**src/rtl/ev22_regbank_pkg.sv**
```systemverilog
// Shared definitions for the register-bank write arbiter: register index
// constants, the write-legality rule and the arbiter state type.
package ev22_regbank_pkg;

    localparam logic [5:0] REG_PI0  = 6'd28;  // input port, read-only
    localparam logic [5:0] REG_PI1  = 6'd29;  // input port, read-only
    localparam logic [5:0] REG_PO0  = 6'd30;
    localparam logic [5:0] REG_PO1  = 6'd31;
    localparam logic [5:0] REG_W    = 6'd34;  // working register, loadable from memory
    localparam logic [5:0] SEL_IDLE = 6'd63;  // matches no bank register

    typedef enum logic {
        ARB    = 1'b0,
        LOCKED = 1'b1
    } arb_state_t;

    // Writable: general registers 0..27, the two output ports, and W.
    function automatic logic sel_is_writable(input logic [5:0] sel);
        return (sel <= 6'd27) || (sel == REG_PO0) || (sel == REG_PO1) || (sel == REG_W);
    endfunction

endpackage

```
**src/rtl/regbank_write_arbiter_rr_pick.sv**
```systemverilog
// Round-robin picker: first set bit of req scanning upward from ptr,
// wrapping modulo NREQ. Purely combinational.
module rr_pick #(
    parameter int NREQ = 3,
    parameter int PW   = (NREQ > 1) ? $clog2(NREQ) : 1
) (
    input  logic [NREQ-1:0] req,
    input  logic [PW-1:0]   ptr,
    output logic [NREQ-1:0] grant,
    output logic [PW-1:0]   idx
);

    // Scan NREQ positions starting at ptr; the first requester found wins.
    always_comb begin
        logic found;
        int   j;
        // NOTE: every combinational output gets a default before the scan so no path leaves it unassigned (no latch).
        grant = '0;
        idx   = '0;
        found = 1'b0;
        j     = 0;
        for (int k = 0; k < NREQ; k++) begin
            j = (int'(ptr) + k) % NREQ;
            if (!found && req[j]) begin
                found    = 1'b1;
                grant[j] = 1'b1;
                idx      = j[PW-1:0];
            end
        end
    end

endmodule

```
**src/rtl/regbank_write_arbiter.sv**
```systemverilog
// Shares the register-bank write port among NREQ requesters with
// round-robin arbitration, optional burst lock, illegal-index filtering
// and one registered output stage.
// Optional feature macro: REGARB_ERRCNT_EN adds err_cnt (saturating count
// of illegal writes).
module regbank_write_arbiter
    import ev22_regbank_pkg::*;
#(
    parameter int NREQ     = 3,
    parameter int DW       = 16,
    parameter int SW       = 6,
    parameter int IDLE_SEL = 63
) (
    input  logic               clk,
    input  logic               nreset,
    input  logic [NREQ-1:0]    req_valid,
    input  logic [NREQ*SW-1:0] req_sel,
    input  logic [NREQ*DW-1:0] req_data,
    input  logic [NREQ-1:0]    req_mem,
    input  logic [NREQ-1:0]    req_lock,
    output logic [NREQ-1:0]    req_ready,
    output logic [SW-1:0]      Sel_C,
    output logic [DW-1:0]      Data_C,
    output logic               MR,
    output logic               wr_err,
    output logic [SW-1:0]      err_sel
`ifdef REGARB_ERRCNT_EN
    ,
    output logic [7:0]         err_cnt
`endif
);

    localparam int PW = (NREQ > 1) ? $clog2(NREQ) : 1;

    arb_state_t      state, next_state;
    logic [PW-1:0]   rr_ptr;
    logic [PW-1:0]   lock_owner;
    logic [NREQ-1:0] pick_grant;
    logic [PW-1:0]   pick_idx;
    logic [NREQ-1:0] owner_mask;
    logic [PW-1:0]   win_idx;
    logic            accept;
    logic [SW-1:0]   win_sel;
    logic [DW-1:0]   win_data;
    logic            win_mem;
    logic            win_lock;
    logic            win_legal;

    rr_pick #(.NREQ(NREQ), .PW(PW)) u_pick (
        .req   (req_valid),
        .ptr   (rr_ptr),
        .grant (pick_grant),
        .idx   (pick_idx)
    );

    // Decode the lock owner to a one-hot mask.
    always_comb begin
        owner_mask             = '0;
        owner_mask[lock_owner] = 1'b1;
    end

    // Select the winner's request fields; in LOCKED the owner is the only candidate.
    always_comb begin
        win_idx   = (state == LOCKED) ? lock_owner : pick_idx;
        accept    = |req_ready;
        win_sel   = req_sel[int'(win_idx)*SW +: SW];
        win_data  = req_data[int'(win_idx)*DW +: DW];
        win_mem   = req_mem[win_idx];
        win_lock  = req_lock[win_idx];
        win_legal = sel_is_writable(6'(win_sel));
    end

    // FSM state register.
    always_ff @(posedge clk or negedge nreset) begin
        // NOTE: sequential state uses non-blocking assignment so every register samples pre-edge values.
        if (!nreset) state <= ARB;
        else         state <= next_state;
    end

    // FSM next state: enter LOCKED on a locked beat, leave on an unlocked beat or when the owner goes idle.
    always_comb begin
        next_state = state;
        case (state)
            ARB:    if (accept && win_lock) next_state = LOCKED;
            LOCKED: if (!req_valid[lock_owner] || (accept && !win_lock)) next_state = ARB;
            default: next_state = ARB;
        endcase
    end

    // FSM output: one-hot ready, only ever for a valid requester.
    always_comb begin
        case (state)
            LOCKED:  req_ready = req_valid & owner_mask;
            default: req_ready = pick_grant;
        endcase
    end

    // Round-robin pointer advances past each ARB winner; lock owner captured on a locked ARB grant.
    always_ff @(posedge clk or negedge nreset) begin
        if (!nreset) begin
            rr_ptr     <= '0;
            lock_owner <= '0;
        end else if (accept && state == ARB) begin
            rr_ptr <= (win_idx == PW'(NREQ - 1)) ? '0 : win_idx + 1'b1;
            if (win_lock) lock_owner <= win_idx;
        end
    end

    // Output stage: issue legal writes, replace illegal ones with the idle select and flag them.
    always_ff @(posedge clk or negedge nreset) begin
        if (!nreset) begin
            Sel_C   <= SW'(IDLE_SEL);
            Data_C  <= '0;
            MR      <= 1'b0;
            wr_err  <= 1'b0;
            err_sel <= '0;
        end else begin
            Sel_C  <= SW'(IDLE_SEL);
            MR     <= 1'b0;
            wr_err <= 1'b0;
            if (accept) begin
                Data_C <= win_data;
                if (win_legal) begin
                    Sel_C <= win_sel;
                    MR    <= win_mem && (win_sel == SW'(REG_W));
                end else begin
                    wr_err  <= 1'b1;
                    err_sel <= win_sel;
                end
            end
        end
    end

`ifdef REGARB_ERRCNT_EN
    // Saturating count of illegal writes.
    always_ff @(posedge clk or negedge nreset) begin
        if (!nreset)                                         err_cnt <= '0;
        else if (accept && !win_legal && err_cnt != 8'hFF) err_cnt <= err_cnt + 8'd1;
    end
`endif

endmodule
```
**config.mk**
```make
export PLATFORM = sky130hd
export DESIGN_NAME = regbank_write_arbiter
export DESIGN_NICKNAME = d
export VERILOG_FILES = /design/src/rtl/ev22_regbank_pkg.sv /design/src/rtl/regbank_write_arbiter_rr_pick.sv /design/src/rtl/regbank_write_arbiter.sv
export SDC_FILE = /design/constraint.sdc
export NUM_CORES = 1
export LEC_CHECK = 0
export BUFFER_PORTS_ARGS = -buffer_cell sky130_fd_sc_hd__buf_2
export CAP_MARGIN = 10
export CORE_ASPECT_RATIO = 0.9
export CORE_MARGIN = 2
export CORE_UTILIZATION = 48
export DETAILED_ROUTE_END_ITERATION = 16
export GPL_ROUTABILITY_DRIVEN = 0
export PLACE_DENSITY = 0.89
export SKIP_CTS_REPAIR_TIMING = 1
export SYNTH_ARGS = -nofsm -noshare
export SYNTH_HDL_FRONTEND = slang
export SYNTH_HIERARCHICAL = 1
export SYNTH_SLANG_ARGS = --single-unit
```
**constraint.sdc**
```tcl
create_clock -name clk -period 5.76 [get_ports clk]
set_clock_uncertainty 0.1 [all_clocks]
set_input_delay 0.864 -clock clk [delete_from_list [all_inputs] [get_ports clk]]
set_output_delay 0.864 -clock clk [all_outputs]
set_load 0.03 [all_outputs]
```
==> results.sh, run 1 <==
export IMPL_post_dp_hpwl_microns=4840
export IMPL_postSynthAreaPerCell_sq_um=9.31
export IMPL_finalNonFillerCells=403
export IMPL_grt_util_all_layers_pct=25.7
export IMPL_slew_headroom_pct=35.2
export IMPL_placed_cells=395
export IMPL_synth_main_ff_cell="sky130_fd_sc_hd__dfrtp_1"
export IMPL_fin_tns_setup_ns=0
export IMPL_drcViolationCount=0
export IMPL_detail_route_first_pass_iterations=9
export IMPL_die_h_microns=68.4
export IMPL_status="complete, no violations"
export IMPL_placed_cell_area_sq_um=2760
export IMPL_vdd_ir_drop_worst_mv=0.465
export IMPL_fin_nets=421
export IMPL_postLayoutCellArea_sq_um=2870
export IMPL_nFillCells=375
export IMPL_min_period_ns=4.29
export IMPL_period_utilization_post_route_pct=74.4
export IMPL_path_clk_slew_ns=0.07
export IMPL_ys_types=51
export IMPL_min_path_type="reg -> reg"
export IMPL_initial_utilization_pct=49.6
export IMPL_postSynthNetCount=319
export IMPL_worst_skew_pair_late_latency_ns=0.28
export IMPL_cts_htree_levels=2
export IMPL_unrepaired_setup_endpoints_after_global_routing="no"
export IMPL_critical_path_arrival_ns=4.36
export IMPL_yosysSeqAreaShare_pct=39.9
export IMPL_power_density_over_the_cells_nw_per_um2=800
export IMPL_routed_wirelength_microns=6540
export IMPL_place_port_buffers=109
export IMPL_tritoncts_clock_tree="yes"
export IMPL_pin_count=110
export IMPL_die_area_sq_um=5170
export IMPL_synthArstFlopShare_pct=100
export IMPL_grt_pass1_vias=2038
export IMPL_total_inserted_antenna_cells=0
export IMPL_fin_max_slew_vios=0
export IMPL_synth_seq_cells=35
export IMPL_synth_edf_count=0
export IMPL_core_sq_um=4460
export IMPL_drt_vias_per_instance=5.88
export IMPL_fp_dieW_microns=75.6
export IMPL_timing_max_cap_violations=0
export IMPL_critical_path_max_fanout=23
export IMPL_number_of_placement_rows=23
export IMPL_crit_path_start_kind="flop"
export IMPL_netlist_instances=238
export IMPL_wire_per_inst_microns=16.2
export IMPL_grt_overflow_total=0
export IMPL_timing_final_ws_setup_ns=1.47
export IMPL_finalHoldViolCount=0
export IMPL_synthesis_yosys_warnings=6
export IMPL_worst_pin_slew_ns=0.972
export IMPL_detail_route_iter0_violations=326
export IMPL_via_count=2369
export IMPL_maximum_number_of_pins_on_one_net_before_global_route_repair=36
export IMPL_antenna_found_initial=0
export IMPL_synthesis_area_sq_um=2210
export IMPL_critPathRequiredTime_ns=5.84
export IMPL_max_clk_rate_mhz=233
export IMPL_setup_violations=0
export IMPL_finalCoreUtilization_pct=64.3
export IMPL_cts_root_buf="sky130_fd_sc_hd__clkbuf_8"
export IMPL_crit_path_end_kind="flop"
export IMPL_cts_buffers=5
export IMPL_drive_above_1_share_pct=39.3
export IMPL_clock_path_buffers=2
export IMPL_antenna_violating_nets_post_route=0
export IMPL_syn2layout_area_growth_pct=29.6
export IMPL_grt_first_pass_wirelength_microns=9980
export IMPL_worst_setup_slack_post_dpl_ns=1.49
export IMPL_total_leakage_power_nw=1.41
export IMPL_critical_path_type="reg -> reg"
export IMPL_cts_sinks=35
## registers in the layout, summed over array words and instances, names as in the netlist
name        flops
state           1
MR              1
Data_C         16
lock_owner      2
err_sel         6
rr_ptr          2
Sel_C           6
wr_err          1
## critical path, stage by stage (launching register included)
cell                       delay [ns]
sky130_fd_sc_hd__dfrtp_1         0.42
sky130_fd_sc_hd__inv_1           0.09
sky130_fd_sc_hd__ha_1            0.37
sky130_fd_sc_hd__mux2_2          0.38
sky130_fd_sc_hd__mux2i_1         0.25
sky130_fd_sc_hd__o211ai_1        0.13
sky130_fd_sc_hd__o21ai_0         0.29
sky130_fd_sc_hd__nor3b_1         0.26
sky130_fd_sc_hd__a21o_1          0.59
sky130_fd_sc_hd__a21oi_1         0.34
sky130_fd_sc_hd__o31a_1          0.42
sky130_fd_sc_hd__a211o_1         0.30
sky130_fd_sc_hd__a22o_1          0.25
## logic make-up (layout without fill, tap and decap cells)
kind of cell,Yosys count,in the layout,share of synthesized area [%]
compound gates,90,90,29.7
buf+inv,35,138,7.85
flops,35,35,39.9
fa+ha+maj,4,4,2.26
simple gates,61,61,14.3
mux,13,13,6.05
## where the power goes
group	leakage (nW)	switching, mW	internal, mW
Combinational	0.941	1.04	0.564
Sequential	0.413	0.0787	0.391
Clock	0.0581	0.0921	0.129
Total	1.41	1.21	1.08
## cell usage in the layout, fill, tap and decap left out, types with 6 or more instances in the layout
master	count
sky130_fd_sc_hd__nor2_1	24
sky130_fd_sc_hd__o22ai_1	6
sky130_fd_sc_hd__dfrtp_1	29
sky130_fd_sc_hd__inv_1	17
sky130_fd_sc_hd__a21oi_1	24
sky130_fd_sc_hd__buf_2	109
sky130_fd_sc_hd__a222oi_1	20
sky130_fd_sc_hd__dfstp_2	6
sky130_fd_sc_hd__o21ai_0	13
sky130_fd_sc_hd__mux2i_1	10
sky130_fd_sc_hd__nand2_1	8
## per-stage QoR
stage	hold WS [ns]	total power, mW
floorplan	0.432	1.72
global placement	0.393	2.01
detailed placement	0.399	2.05
CTS	0.418	2.29
global route	0.442	2.49
finish	0.420	2.30
## layer usage
metal / vias up / track usage [%] / part of all wire [%]
met5: - / 0 / 0
met4: 0 / 7.46 / 0.98
met3: 9 / 4.27 / 7.3
met2: 113 / 41.1 / 50
met1: 1132 / 35.9 / 41
li1: 1115 / - / -
## final cells by class
class                   instances  area, sq um  share of cell area [%]
multi-input cells             168         1160                    40.3
flip-flops and latches         35          883                    30.8
repair buffers                113          576                    20.1
well taps                      62         77.6                    2.70
clock buffers                   5         68.8                    2.40
inverters                      17         63.8                    2.22
clock inverters                 3         43.8                    1.53
## Yosys cell counts (2+ instances only)
cell type	number	area share, %
sky130_fd_sc_hd__a221oi_1	2	0.79
sky130_fd_sc_hd__nand2_1	8	1.4
sky130_fd_sc_hd__mux2i_1	10	4.5
sky130_fd_sc_hd__nand3_1	4	0.90
sky130_fd_sc_hd__o22ai_1	6	1.7
sky130_fd_sc_hd__nor2b_1	4	1.1
sky130_fd_sc_hd__and2b_1	2	0.68
sky130_fd_sc_hd__buf_4	2	0.68
sky130_fd_sc_hd__mux2_2	3	1.5
sky130_fd_sc_hd__o21ai_0	13	2.9
sky130_fd_sc_hd__a22o_1	3	1.2
sky130_fd_sc_hd__o211ai_1	2	0.68
sky130_fd_sc_hd__ha_1	4	2.3
sky130_fd_sc_hd__buf_1	2	0.34
sky130_fd_sc_hd__a31oi_1	4	1.1
sky130_fd_sc_hd__a21oi_1	24	5.4
sky130_fd_sc_hd__a222oi_1	20	9.0
sky130_fd_sc_hd__inv_1	17	2.9
sky130_fd_sc_hd__dfstp_2	6	7.1
sky130_fd_sc_hd__o41ai_1	2	0.79
sky130_fd_sc_hd__nand2b_1	3	0.85
sky130_fd_sc_hd__o31ai_1	2	0.68
sky130_fd_sc_hd__buf_6	4	2.0
sky130_fd_sc_hd__a211o_1	2	0.79
sky130_fd_sc_hd__clkbuf_1	6	1.0
sky130_fd_sc_hd__buf_2	4	0.90
sky130_fd_sc_hd__nor3_1	4	0.90
sky130_fd_sc_hd__nor2_1	24	4.1
sky130_fd_sc_hd__dfrtp_1	29	33
## worst paths after layout
kind | to | depth (start not counted) | slack (ns) | startpoint
hold / removal | err_sel[1]$_DFFE_PN0P_ | 2 | 0.42 | err_sel[1]$_DFFE_PN0P_
setup reg to reg | err_sel[3]$_DFFE_PN0P_ | 12 | 1.47 | rr_ptr[1]$_DFFE_PN0P_
min in group asynchronous | Data_C[8]$_DFFE_PN0N_ | 1 | 0.54 | nreset
setup / recovery | err_sel[3]$_DFFE_PN0P_ | 12 | 1.47 | rr_ptr[1]$_DFFE_PN0P_
max in group asynchronous | state$_DFF_PN0_ | 1 | 4.53 | nreset
hold reg to reg | err_sel[1]$_DFFE_PN0P_ | 2 | 0.42 | err_sel[1]$_DFFE_PN0P_
No activity file was read; power rests on OpenSTA's default activity.
==> run 2, diff against run 1 <==
--- a/config.mk
+++ b/config.mk
@@ -9,10 +9,10 @@
 export CAP_MARGIN = 10
 export CORE_ASPECT_RATIO = 0.9
 export CORE_MARGIN = 2
-export CORE_UTILIZATION = 48
+export CORE_UTILIZATION = 46
 export DETAILED_ROUTE_END_ITERATION = 16
 export GPL_ROUTABILITY_DRIVEN = 0
-export PLACE_DENSITY = 0.89
+export PLACE_DENSITY = 0.86
 export SKIP_CTS_REPAIR_TIMING = 1
 export SYNTH_ARGS = -nofsm -noshare
 export SYNTH_HDL_FRONTEND = slang
==> constraint.sdc (replaced) <==
create_clock -name clk -period 3.95 [get_ports clk]
set_clock_uncertainty 0.1 [all_clocks]
set_input_delay 0.5925 -clock clk [delete_from_list [all_inputs] [get_ports clk]]
set_output_delay 0.5925 -clock clk [all_outputs]
set_load 0.03 [all_outputs]
==> results.sh, run 2 (synthesis gave the netlist of run 1 again) <==
export IMPL_power_frac_comb_pct=70.6
export IMPL_final_common_cell="sky130_fd_sc_hd__buf_2"
export IMPL_cts_buffers=5
export IMPL_finalPower_mw=3.39
export IMPL_setup_violations=0
export IMPL_fin_nets=425
export IMPL_antenna_violating_nets_post_route=0
export IMPL_detail_route_first_pass_iterations=7
export IMPL_finalHoldWorstSlack_ns=0.274
export IMPL_largest_register="Data_C"
export IMPL_timing_reg2reg_setup_slack_ns=0.32
export IMPL_crit_reg2reg_capture="Sel_C[0]$_DFF_PN1_"
export IMPL_finalCoreUtilization_pct=64.1
export IMPL_min_path_type="in -> async"
export IMPL_timing_final_ws_setup_ns=0.315
export IMPL_grt_pass1_vias=2221
export IMPL_routed_wirelength_microns=6100
export IMPL_critical_path_arrival_ns=3.76
export IMPL_timing_max_cap_violations=0
export IMPL_number_of_placement_rows=23
export IMPL_finalHoldViolCount=0
export IMPL_grt_util_all_layers_pct=23.2
export IMPL_total_inserted_antenna_cells=0
export IMPL_min_period_ns=3.63
export IMPL_fin_max_slew_vios=0
export IMPL_initial_utilization_pct=48.7
export IMPL_core_sq_um=4550
export IMPL_tritoncts_clock_tree="yes"
export IMPL_cts_sinks=35
export IMPL_syn2layout_area_growth_pct=31.6
export IMPL_grt_overflow_total=0
export IMPL_worst_setup_slack_post_dpl_ns=0.184
export IMPL_grt_first_pass_wirelength_microns=10200
export IMPL_clock_path_buffers=2
export IMPL_drcViolationCount=0
export IMPL_total_leakage_power_nw=1.43
export IMPL_antenna_found_initial=0
export IMPL_placed_cells=399
export IMPL_via_count=2332
export IMPL_rr_startpoint="rr_ptr[0]$_DFFE_PN0P_"
export IMPL_worst_pin_slew_ns=0.767
export IMPL_final_cell_mix="sky130_fd_sc_hd__buf_2, sky130_fd_sc_hd__dfrtp_1, sky130_fd_sc_hd__nor2_1, sky130_fd_sc_hd__a21oi_1, sky130_fd_sc_hd__a222oi_1"
export IMPL_fin_tns_setup_ns=0
export IMPL_netSwitchingPower_mw=1.76
export IMPL_internal_power_mw=1.63
export IMPL_critical_path_type="reg -> reg"
export IMPL_drive_above_1_share_pct=41.4
export IMPL_cts_root_buf="sky130_fd_sc_hd__clkbuf_8"
export IMPL_placed_cell_area_sq_um=2790
export IMPL_vdd_ir_drop_worst_mv=0.898
export IMPL_path_clk_slew_ns=0.08
export IMPL_pwr_share_seq_pct=19.9
export IMPL_maximum_number_of_pins_on_one_net_before_global_route_repair=39
export IMPL_post_dp_hpwl_microns=4600
export IMPL_unrepaired_setup_endpoints_after_global_routing="no"
export IMPL_slew_headroom_pct=48.9
export IMPL_worst_skew_pair_late_latency_ns=0.28
export IMPL_drt_vias_per_instance=5.73
export IMPL_period_utilization_post_route_pct=92.0
export IMPL_fp_dieW_microns=77.1
export IMPL_p_sw_share_pct=51.8
export IMPL_finalNonFillerCells=407
export IMPL_top_regs="Data_C: 16 flops, Sel_C: 6 flops, err_sel: 6 flops"
export IMPL_wire_per_inst_microns=15.0
export IMPL_critical_path_max_fanout=20
export IMPL_postLayoutCellArea_sq_um=2920
export IMPL_reg2regPathDepth=14
export IMPL_crit_path_end_kind="flop"
export IMPL_status="complete, no violations"
export IMPL_die_area_sq_um=5390
export IMPL_pin_count=110
export IMPL_power_density_over_the_cells_nw_per_um2=1160
export IMPL_power_clock_fraction_pct=9.5
export IMPL_detail_route_iter0_violations=271
export IMPL_critPathRequiredTime_ns=4.07
export IMPL_die_h_microns=69.8
export IMPL_max_clk_rate_mhz=275
export IMPL_cts_htree_levels=2
export IMPL_place_port_buffers=109
export IMPL_largest_reg_flops=16
export IMPL_crit_path_start_kind="flop"
==> run 2: area by class of cell <==
type                       count  area (sq um)
clock buffer                   5          68.8
clock inverter                 3          43.8
fill                         417          1630
inverter                      17          63.8
multi-input combinational    168          1170
sequential                    35           883
tap                           62          77.6
timing repair buffer         117           606
==> run 2: critical path, stage by stage, from the launching register on <==
cell	delay, ns
sky130_fd_sc_hd__dfrtp_1	0.39
sky130_fd_sc_hd__inv_1	0.08
sky130_fd_sc_hd__ha_1	0.42
sky130_fd_sc_hd__or3b_1	0.44
sky130_fd_sc_hd__nor2_1	0.10
sky130_fd_sc_hd__o21ai_0	0.13
sky130_fd_sc_hd__a21oi_2	0.28
sky130_fd_sc_hd__nand2b_1	0.12
sky130_fd_sc_hd__o21ai_1	0.17
sky130_fd_sc_hd__buf_4	0.28
sky130_fd_sc_hd__a222oi_1	0.14
sky130_fd_sc_hd__buf_4	0.19
sky130_fd_sc_hd__or4_1	0.44
sky130_fd_sc_hd__nor3b_2	0.20
sky130_fd_sc_hd__nand2_1	0.08
==> run 2: worst max-delay path by stage <==
stage / start / slack (ns) / depth (start not counted) / endpoint
global route: rr_ptr[0]$_DFFE_PN0P_ / 0.02 / 14 / err_sel[2]$_DFFE_PN0P_
floorplan: rr_ptr[0]$_DFFE_PN0P_ / 0.59 / 16 / err_sel[0]$_DFFE_PN0P_
detailed placement: rr_ptr[1]$_DFFE_PN0P_ / 0.18 / 12 / err_sel[3]$_DFFE_PN0P_
CTS: rr_ptr[1]$_DFFE_PN0P_ / 0.14 / 12 / err_sel[3]$_DFFE_PN0P_
global placement: rr_ptr[1]$_DFFE_PN0P_ / 0.30 / 12 / err_sel[0]$_DFFE_PN0P_
finish: rr_ptr[0]$_DFFE_PN0P_ / 0.32 / 14 / Sel_C[0]$_DFF_PN1_
==> run 2: per-layer routing <==
layer | track usage [%] | routed length, microns | part of all wire (%) | up-vias
li1 | - | - | - | 1127
met1 | 29.8 | 2590 | 43 | 1083
met2 | 38.0 | 2950 | 48 | 111
met3 | 6.64 | 476 | 7.8 | 11
met4 | 6.75 | 75 | 1.2 | 0
met5 | 0 | 0 | 0 | -
==> run 2: power by group through the flow <==
stage	Combinational [mW]	Sequential (mW)	Clock (mW)
after floorplan	1.57	0.935	0
after global placement	2.28	0.678	0
after detailed placement	2.37	0.682	0
after CTS	2.37	0.677	0.328
after global routing	2.64	0.704	0.343
final	2.39	0.676	0.322
